===== src/rtl/mac_fp_pkg.sv =====
// Shared widths, lane constants and sweep FSM states for the 5-input FP MAC
// operand mux and its result collector.
package mac_fp_pkg;

    localparam int unsigned DEF_SIG_WIDTH = 23;
    localparam int unsigned DEF_EXP_WIDTH = 8;
    localparam int unsigned DEF_A_WIDTH   = DEF_SIG_WIDTH + DEF_EXP_WIDTH + 1;

    localparam int unsigned LANES  = 5;
    localparam int unsigned LANE_W = 3;
    localparam int unsigned STAT_W = 8;

    localparam logic [LANE_W-1:0] LAST_LANE = LANE_W'(LANES - 1);

    typedef enum logic [1:0] {
        ST_IDLE,
        ST_ISSUE,
        ST_DRAIN,
        ST_DONE
    } state_t;

endpackage


===== src/rtl/mac_tag_pipe.sv =====
// Delay line of {valid, lane} tags that follows issued lanes through the MAC
// latency; DEPTH=0 is a combinational pass-through.
module mac_tag_pipe
    import mac_fp_pkg::*;
#(
    parameter int DEPTH = 0
) (
    input  logic              clk,
    input  logic              rst_n,
    input  logic              in_valid,
    input  logic [LANE_W-1:0] in_lane,
    output logic              out_valid,
    output logic [LANE_W-1:0] out_lane
);

    generate
        if (DEPTH == 0) begin : g_pass
            logic unused_pass;
            assign unused_pass = &{1'b0, clk, rst_n};
            assign out_valid   = in_valid;
            assign out_lane    = in_lane;
        end else begin : g_pipe
            logic [DEPTH-1:0]             v_q;
            logic [DEPTH-1:0][LANE_W-1:0] l_q;

            always_ff @(posedge clk) begin
                if (!rst_n) begin
                    v_q <= '0;
                    l_q <= '0;
                end else begin
                    v_q[0] <= in_valid;
                    l_q[0] <= in_lane;
                    for (int unsigned i = 1; i < DEPTH; i++) begin
                        v_q[i] <= v_q[i-1];
                        l_q[i] <= l_q[i-1];
                    end
                end
            end

            assign out_valid = v_q[DEPTH-1];
            assign out_lane  = l_q[DEPTH-1];
        end
    endgenerate

endmodule


===== src/rtl/mac_fp_result_collect_5.sv =====
// Sweeps the MAC operand mux over lanes 0..4, collects each lane's z/status
// after MAC_LAT cycles and presents the packed results with valid/ready.
module mac_fp_result_collect_5
    import mac_fp_pkg::*;
#(
    parameter int SIG_WIDTH = DEF_SIG_WIDTH,
    parameter int EXP_WIDTH = DEF_EXP_WIDTH,
    parameter int A_WIDTH   = SIG_WIDTH + EXP_WIDTH + 1,
    parameter int MAC_LAT   = 0
) (
    input  logic                     clk,
    input  logic                     rst_n,
    input  logic                     start_valid,
    output logic                     start_ready,
    output logic [LANE_W-1:0]        mac_select,
    input  logic [A_WIDTH-1:0]       mac_z,
    input  logic [STAT_W-1:0]        mac_status,
    output logic [LANES*A_WIDTH-1:0] res_z,
    output logic [LANES*STAT_W-1:0]  res_status,
    output logic [STAT_W-1:0]        res_status_or,
    output logic                     res_valid,
    input  logic                     res_ready
);

    state_t              state_q;
    state_t              state_d;
    logic [LANE_W-1:0]   sel_d;
    logic                start_fire;
    logic                tag_in_valid;
    logic                tag_out_valid;
    logic [LANE_W-1:0]   tag_out_lane;
    logic                capture;
    logic                last_capture;

    assign tag_in_valid = (state_q == ST_ISSUE);

    mac_tag_pipe #(
        .DEPTH (MAC_LAT)
    ) u_tag_pipe (
        .clk       (clk),
        .rst_n     (rst_n),
        .in_valid  (tag_in_valid),
        .in_lane   (mac_select),
        .out_valid (tag_out_valid),
        .out_lane  (tag_out_lane)
    );

    // Captures are gated by state so a tag can never write into a parked result.
    assign capture      = tag_out_valid && ((state_q == ST_ISSUE) || (state_q == ST_DRAIN));
    assign last_capture = capture && (tag_out_lane == LAST_LANE);

    always_ff @(posedge clk) begin
        if (!rst_n) begin
            state_q <= ST_IDLE;
        end else begin
            state_q <= state_d;
        end
    end

    always_comb begin
        state_d     = state_q;
        sel_d       = mac_select;
        start_ready = 1'b0;
        res_valid   = 1'b0;
        start_fire  = 1'b0;
        case (state_q)
            ST_IDLE: begin
                start_ready = 1'b1;
                sel_d       = '0;
                if (start_valid) begin
                    start_fire = 1'b1;
                    state_d    = ST_ISSUE;
                end
            end
            ST_ISSUE: begin
                if (mac_select == LAST_LANE) begin
                    if (MAC_LAT == 0) begin
                        state_d = ST_DONE;
                        sel_d   = '0;
                    end else begin
                        state_d = ST_DRAIN;
                    end
                end else begin
                    sel_d = mac_select + 1'b1;
                end
            end
            ST_DRAIN: begin
                if (last_capture) begin
                    state_d = ST_DONE;
                    sel_d   = '0;
                end
            end
            ST_DONE: begin
                res_valid = 1'b1;
                if (res_ready) begin
                    state_d = ST_IDLE;
                end
            end
            default: begin
                state_d = ST_IDLE;
                sel_d   = '0;
            end
        endcase
    end

    always_ff @(posedge clk) begin
        if (!rst_n) begin
            mac_select    <= '0;
            res_z         <= '0;
            res_status    <= '0;
            res_status_or <= '0;
        end else begin
            mac_select <= sel_d;
            if (start_fire) begin
                res_z         <= '0;
                res_status    <= '0;
                res_status_or <= '0;
            end else if (capture) begin
                for (int unsigned k = 0; k < LANES; k++) begin
                    if (tag_out_lane == LANE_W'(k)) begin
                        res_z[k*A_WIDTH +: A_WIDTH]  <= mac_z;
                        res_status[k*STAT_W +: STAT_W] <= mac_status;
                    end
                end
                res_status_or <= res_status_or | mac_status;
            end
        end
    end

endmodule


===== config.mk =====
export PLATFORM = sky130hd
export DESIGN_NAME = mac_fp_result_collect_5
export DESIGN_NICKNAME = d
export VERILOG_FILES = /design/src/rtl/mac_fp_pkg.sv /design/src/rtl/mac_tag_pipe.sv /design/src/rtl/mac_fp_result_collect_5.sv
export SDC_FILE = /design/constraint.sdc
export NUM_CORES = 1
export LEC_CHECK = 0
export CAP_MARGIN = 20
export CORE_AREA = 10 10 156 158
export DETAILED_ROUTE_END_ITERATION = 10
export DIE_AREA = 0 0 166 168
export HOLD_SLACK_MARGIN = 0.1
export PLACE_DENSITY = 0.65
export SYNTH_ARGS = -nofsm -noshare
export SYNTH_HDL_FRONTEND = slang
export SYNTH_SLANG_ARGS = --single-unit

===== constraint.sdc =====
create_clock -name clk -period 1.45 [get_ports clk]
set_input_delay 0.2175 -clock clk [delete_from_list [all_inputs] [get_ports clk]]
set_output_delay 0.2175 -clock clk [all_outputs]
set_load 0.01 [all_outputs]

# Word-level counts from Yosys, hierarchy flattened
# Index checks and enable logic that the tools add are counted.
# Widths: inputs -> output; s select.
# word_totals
in_bits	44
wordCells	53
output_inout_bits	213
register_bits	213
# classes
add_sub_neg	1
n_bitwise	2
muxes	12
eq_ne	11
reduce_logical	14
# ops
op	n
$reduce_and 2->1	6
$pmux 3 s3	1
$mux 2	4
$or 8x8->8	1
$pmux 2 s4	1
$eq 3x2->1 const B	2
$mux 3	2
$ne 2x2->1 const B	3
$eq 2x2->1 const B	2
$mux 1	4
$reduce_and 4->1	1
$add 3x1->3 const B	1
$eq 3x1->1 const B	1
$eq 3x3->1 const B	1
$logic_not 3->1	1
$reduce_bool 3->1	1
$eq 2x1->1 const B	1
$logic_and 1x1->1	2
$logic_not 2->1	1
$ne 2x1->1 const B	1
$reduce_or 2->1	1
$logic_or 1x1->1	1
$not 1->1	1

# Logic depth before layout (Yosys ltp)
# logic_depth
ltp_word	6
depth_mapped	8
mapped_depth_nobuf	5

# Cells and area by module
# Synthesis repeated with hierarchy kept, for this count alone.
# unflattened
hier_cells	950
hier_area_um2	7504.7
# by_module_without_submodules
mod	area_per_inst_um2	instances	seq_area_each_um2	cells_per_inst
mac_fp_result_collect_5	7474.7	1	4264.1	946
mac_tag_pipe	30.0	1	0.0	4

# Least setup slack after synthesis
# OpenSTA, ideal clock, no wires.
# synth_timing
path_type	reg2reg
start	register state_q[0]
end	register res_z[32]
n_path_buf	2
setup_time_ps	134
required_ps	1316
slack_ps	-34
period_less_slack_ps	1484
path_stages_with_launch	8
arrival_ps	1350
path_cell_list	dfxtp_1 -> inv_1 -> ha_1 -> nand2_1 -> nand2_4 -> buf_2 -> buf_1 -> a21oi_1
# synth_via
elab_chain_len	4
elab_cells_between_ends	8
cone_classes	eq/ne: 2; mux: 1; reduce/logical: 5
# synth_rtl
item	line_no	source
from (decl)	mac_fp_result_collect_5.sv:25	state_t state_q;
from (signal assigned)	mac_fp_result_collect_5.sv:56	state_q <= state_d;
$eq 2x1->1 / $eq 2x2->1 (equally long branches)	mac_fp_result_collect_5.sv:35, mac_fp_result_collect_5.sv:49	
$logic_or 1x1->1	mac_fp_result_collect_5.sv:49	assign capture = tag_out_valid && ((state_q == ST_ISSUE) || (state_q == ST_DRAIN));
$logic_and 1x1->1	mac_fp_result_collect_5.sv:49	
$reduce_and 2->1 (no line)	-	
to (signal, indexed assignment)	mac_fp_result_collect_5.sv:121	res_z[k*A_WIDTH +: A_WIDTH] <= mac_z;
to (decl)	mac_fp_result_collect_5.sv:18	output logic [LANES*A_WIDTH-1:0] res_z,
# Several ways; a longest one is shown, not always the timed one.
# A chain may end at the register's enable or synchronous reset.

# Worst setup path after layout
# layout_timing
start	register state_q[1]
end	register state_q[1]
# layout_via
elab_chain_len	6
elab_cells_between_ends	13
cone_classes	eq/ne: 7; mux: 1; reduce/logical: 5
# layout_rtl
item	line_no	source
$eq 2x1->1 / $eq 2x2->1 (equally long branches)	mac_fp_result_collect_5.sv:35, mac_fp_result_collect_5.sv:49	
$logic_or 1x1->1	mac_fp_result_collect_5.sv:49	
$logic_and 1x1->1 *	mac_fp_result_collect_5.sv:49	
via capture	mac_fp_result_collect_5.sv:32	logic capture;
$logic_and 1x1->1 *	mac_fp_result_collect_5.sv:50	assign last_capture = capture && (tag_out_lane == LAST_LANE);
$ne 2x2->1 (no line) *	-	
$reduce_and 4->1 (no line) *	-	
# The timed path passes the listed nets; every way through them passes the cells marked *.

==> impl_metrics.xml <==
<?xml version="1.0" encoding="UTF-8"?>
<metrics>
  <group name="global_route">
    <metric name="grt_pass1_vias" unit="">7912</metric>
    <metric name="largest_net_degree_at_the_start_of_global_routing" unit="">26</metric>
    <metric name="grt_pass1_wl" unit="um">50700</metric>
    <metric name="grt_resource_usage_total" unit="%">22.8</metric>
    <metric name="grt_antenna_before_repair" unit="">0</metric>
    <metric name="grt_remaining_overflow" unit="">0</metric>
  </group>
  <group name="worst_hold_path">
    <metric name="min_from" unit="">res_z[95]</metric>
    <metric name="path_type_of_the_worst_min_delay_path" unit="">reg -&gt; reg</metric>
  </group>
  <group name="cells_and_area">
    <metric name="layout.cell_area.non_filler" unit="um2">14200</metric>
    <metric name="layout-drive-gt1-share" unit="%">40.5</metric>
    <metric name="area.growth.synth_to_final" unit="%">83.1</metric>
    <metric name="layout.nets" unit="">1314</metric>
    <metric name="antenna-diode-count" unit="">0</metric>
  </group>
  <group name="yosys">
    <metric name="synth.distinct_cells" unit="">24</metric>
    <metric name="synth.cell_area" unit="um2">7750</metric>
    <metric name="post_synth_inst_count" unit="">948</metric>
    <metric name="sequential_cell_area_fraction_in_the_yosys_report" unit="%">55.0</metric>
    <metric name="postSynthAreaPerCell" unit="um2">8.18</metric>
    <metric name="synth-seq-cells" unit="">213</metric>
    <metric name="async_flop_share" unit="%">0</metric>
    <metric name="yosys_warnings" unit="">0</metric>
    <metric name="post_synth_edffs" unit="">0</metric>
    <metric name="synth_ff_type" unit="">sky130_fd_sc_hd__dfxtp_1</metric>
    <metric name="synthesis.nets" unit="">1002</metric>
  </group>
  <group name="placement">
    <metric name="post_dp_cell_area" unit="um2">10900</metric>
    <metric name="port_buffers" unit="">256</metric>
    <metric name="hpwl" unit="um">19000</metric>
    <metric name="preCtsSetupSlack" unit="ns">-0.0598</metric>
    <metric name="finalWeightedCongestion" unit="">0.783</metric>
  </group>
  <group name="clock_network">
    <metric name="cts_buffer_depth" unit="">3</metric>
    <metric name="ctsRootBufferMaster" unit="">sky130_fd_sc_hd__clkbuf_16</metric>
    <metric name="cts.clk_slew.worst_paths" unit="ns">0.06</metric>
    <metric name="tritoncts_num_sinks" unit="">213</metric>
    <metric name="worst_skew_late_latency" unit="ns">0.51</metric>
    <metric name="cts_tree" unit="">yes</metric>
    <metric name="cts_made_buffers" unit="">23</metric>
    <metric name="ctsHtreeMaxLevel" unit="">1</metric>
  </group>
  <group name="power">
    <metric name="peakVddDrop" unit="mV">1.05</metric>
    <metric name="cellLeakagePower" unit="nW">6.27</metric>
    <metric name="cellPowerDensity" unit="nW/um2">1360</metric>
    <metric name="p_total" unit="mW">19.3</metric>
  </group>
  <group name="timing">
    <metric name="timing.fmax" unit="MHz">585</metric>
    <metric name="period_share" unit="%">118</metric>
    <metric name="setup_total_negative_slack" unit="ns">-29.15</metric>
    <metric name="clock-skew-final" unit="ns">0.0194</metric>
    <metric name="tightestPinTransition" unit="ns">0.594</metric>
    <metric name="slew_viols_final" unit="">0</metric>
    <metric name="finalCriticalPeriod" unit="ns">1.71</metric>
    <metric name="setup_repair_after_global_routing_missed_its_margin" unit="">true</metric>
    <metric name="fin_worst_hold_slack" unit="ns">0.449</metric>
    <metric name="worst_slack" unit="ns">-0.260</metric>
    <metric name="max_slew_margin" unit="%">60.3</metric>
    <metric name="final_hold_viol_count" unit="">0</metric>
    <metric name="finalSetupViolCount" unit="">205</metric>
  </group>
  <group name="detailed_routing">
    <metric name="viasPerCell" unit="">5.17</metric>
    <metric name="wl_per_cell" unit="um">22.7</metric>
    <metric name="route.detailed.drc" unit="">0</metric>
    <metric name="first_iter_violations" unit="">499</metric>
    <metric name="route.vias.total" unit="">8049</metric>
    <metric name="antenna_left" unit="">0</metric>
    <metric name="detailedRoute.firstPassIterationCount" unit="">5</metric>
    <metric name="routed_wirelength" unit="um">35300</metric>
  </group>
  <group name="critical_path">
    <metric name="reg2reg_slack" unit="ns">-0.26</metric>
    <metric name="criticalPathCategory" unit="">reg -&gt; reg</metric>
    <metric name="cp_data_arrival_time" unit="ns">2.12</metric>
    <metric name="setup.worst_path.start_class" unit="">register</metric>
    <metric name="crit_fanout" unit="">7</metric>
    <metric name="timing.rr.end" unit="">state_q[1]</metric>
    <metric name="timing.critical_path.required" unit="ns">1.86</metric>
    <metric name="crit_start" unit="">state_q[1]</metric>
    <metric name="critPathCapture" unit="">state_q[1]</metric>
    <metric name="timing.reg2reg.worst_path_depth" unit="">7</metric>
    <metric name="regToRegStartpoint" unit="">state_q[1]</metric>
    <metric name="end_kind" unit="">register</metric>
  </group>
  <group name="run_status">
    <metric name="violations_in_the_final_reports" unit="">negative setup slack</metric>
    <metric name="outcome" unit="">finished with violations</metric>
  </group>
  <group name="floorplanning">
    <metric name="io_pins" unit="">257</metric>
    <metric name="floorplan.rows" unit="">54</metric>
    <metric name="die_w" unit="um">166</metric>
    <metric name="design.die.area" unit="um2">27900</metric>
    <metric name="core-area" unit="um2">21400</metric>
    <metric name="die_height" unit="um">168</metric>
    <metric name="initial_utilization" unit="%">36.2</metric>
  </group>
  <group name="job">
    <metric name="cap_viol_max_count" unit="">0</metric>
  </group>
</metrics>
how the worst min path moves through the flow:
stage,slack [ns],cells after the start,to
3_3_place_gp,0.44,2,res_z[10]
2_1_floorplan,0.35,2,res_status[24]
3_5_place_dp,0.45,2,res_z[8]
5_1_grt,0.46,2,res_status[33]
4_1_cts,0.38,3,res_z[99]
6_report,0.45,2,res_z[95]
worst max-delay path, stage by stage, from the launching register on:
cell                        delay [ns]
sky130_fd_sc_hd__dfxtp_2          0.35
sky130_fd_sc_hd__inv_4            0.08
sky130_fd_sc_hd__ha_4             0.14
sky130_fd_sc_hd__buf_6            0.10
sky130_fd_sc_hd__buf_6            0.12
sky130_fd_sc_hd__inv_1            0.08
sky130_fd_sc_hd__a2111oi_4        0.42
sky130_fd_sc_hd__mux2i_1          0.31
area by class of cell:
class,instances,area (um2)
Fill cell,1671,7220
Multi-Input combinational cell,660,4700
Sequential cell,213,4270
Timing Repair Buffer,356,4020
Clock buffer,33,713
Tap cell,280,350
Clock inverter,9,124
Inverter,6,27.5
flip-flops by register name, indices dropped and copies added (netlist names):
signal and flops:
mac_select 3, res_status_or 8, state_q 2, res_z 160, res_status 40
Yosys cell counts, types with 2 or more instances:
library cell	number	area, um2
sky130_fd_sc_hd__mux2i_1	2	20.0
sky130_fd_sc_hd__a21boi_0	3	22.5
sky130_fd_sc_hd__nor2_1	9	33.8
sky130_fd_sc_hd__and3b_1	3	26.3
sky130_fd_sc_hd__ha_1	10	125
sky130_fd_sc_hd__nand2_1	405	1520
sky130_fd_sc_hd__o21ai_0	3	15.0
sky130_fd_sc_hd__buf_1	4	15.0
sky130_fd_sc_hd__a21oi_2	28	245
sky130_fd_sc_hd__nor2b_1	2	12.5
sky130_fd_sc_hd__a21oi_1	180	901
sky130_fd_sc_hd__buf_2	34	170
sky130_fd_sc_hd__nand3b_1	4	30.0
sky130_fd_sc_hd__nand3_1	3	15.0
sky130_fd_sc_hd__buf_6	17	191
sky130_fd_sc_hd__clkbuf_1	16	60.1
sky130_fd_sc_hd__inv_1	6	22.5
sky130_fd_sc_hd__dfxtp_1	213	4260
logic make-up after synthesis:
| group | synth area share, % |
|---|---|
| compound gates | 15.7 |
| fa+ha+maj | 1.61 |
| buf+inv | 5.92 |
| flops | 55.0 |
| mux | 0.258 |
| simple gates | 21.5 |
placed cells by master, fill, tap and decap left out, types with 3 or more instances in the layout:
cell and n:
sky130_fd_sc_hd__ha_4 5, sky130_fd_sc_hd__dlygate4sd2_1 190, sky130_fd_sc_hd__buf_12 31, sky130_fd_sc_hd__clkdlybuf4s50_1 43, sky130_fd_sc_hd__and3b_2 3, sky130_fd_sc_hd__nand2_2 71
sky130_fd_sc_hd__nand2_4 117, sky130_fd_sc_hd__clkbuf_8 10, sky130_fd_sc_hd__buf_16 21, sky130_fd_sc_hd__clkdlybuf4s15_2 3, sky130_fd_sc_hd__inv_1 4, sky130_fd_sc_hd__dfxtp_2 5
sky130_fd_sc_hd__buf_6 26, sky130_fd_sc_hd__clkdlybuf4s15_1 13, sky130_fd_sc_hd__nand3b_1 4, sky130_fd_sc_hd__clkinv_2 5, sky130_fd_sc_hd__bufinv_16 3, sky130_fd_sc_hd__a21oi_1 59
sky130_fd_sc_hd__nand2_1 217, sky130_fd_sc_hd__nand2_8 3, sky130_fd_sc_hd__a21boi_1 3, sky130_fd_sc_hd__a21oi_2 149, sky130_fd_sc_hd__buf_4 18, sky130_fd_sc_hd__clkbuf_2 5
sky130_fd_sc_hd__clkbuf_16 24, sky130_fd_sc_hd__dfxtp_1 208, sky130_fd_sc_hd__buf_8 3, sky130_fd_sc_hd__nor2_1 8, sky130_fd_sc_hd__ha_1 4
repair_timing:
item                                   CTS  global route
buffers inserted                        32             6
gates cloned                            30             2
hold buffers                             0             0
pin swaps                              120            91
setup endpoints to repair              379           231
endpoints found under the hold margin    0             0
resized for setup                      541           245
layer usage:
layer | wire, um | track usage (%)
met2 | 17100 | 38.4
met4 | 1040 | 6.20
met5 | 0 | 0
met1 | 14700 | 28.3
met3 | 2480 | 5.91
where the power goes:
group          switching, mW  internal (mW)  leakage (nW)
combinational           3.56           2.88          4.13
sequential             0.297           6.23          1.72
clock                   2.38           3.95         0.422
total                   6.24           13.1          6.27
through the flow:
stage          utilization, %  instances
6_report                 66.3       1557
4_1_cts                  63.1       1562
5_1_grt                  66.3       1557
3_5_place_dp             50.8       1459
3_3_place_gp             50.8       1459
2_1_floorplan               -        948
(Power assumes the default switching activity.)
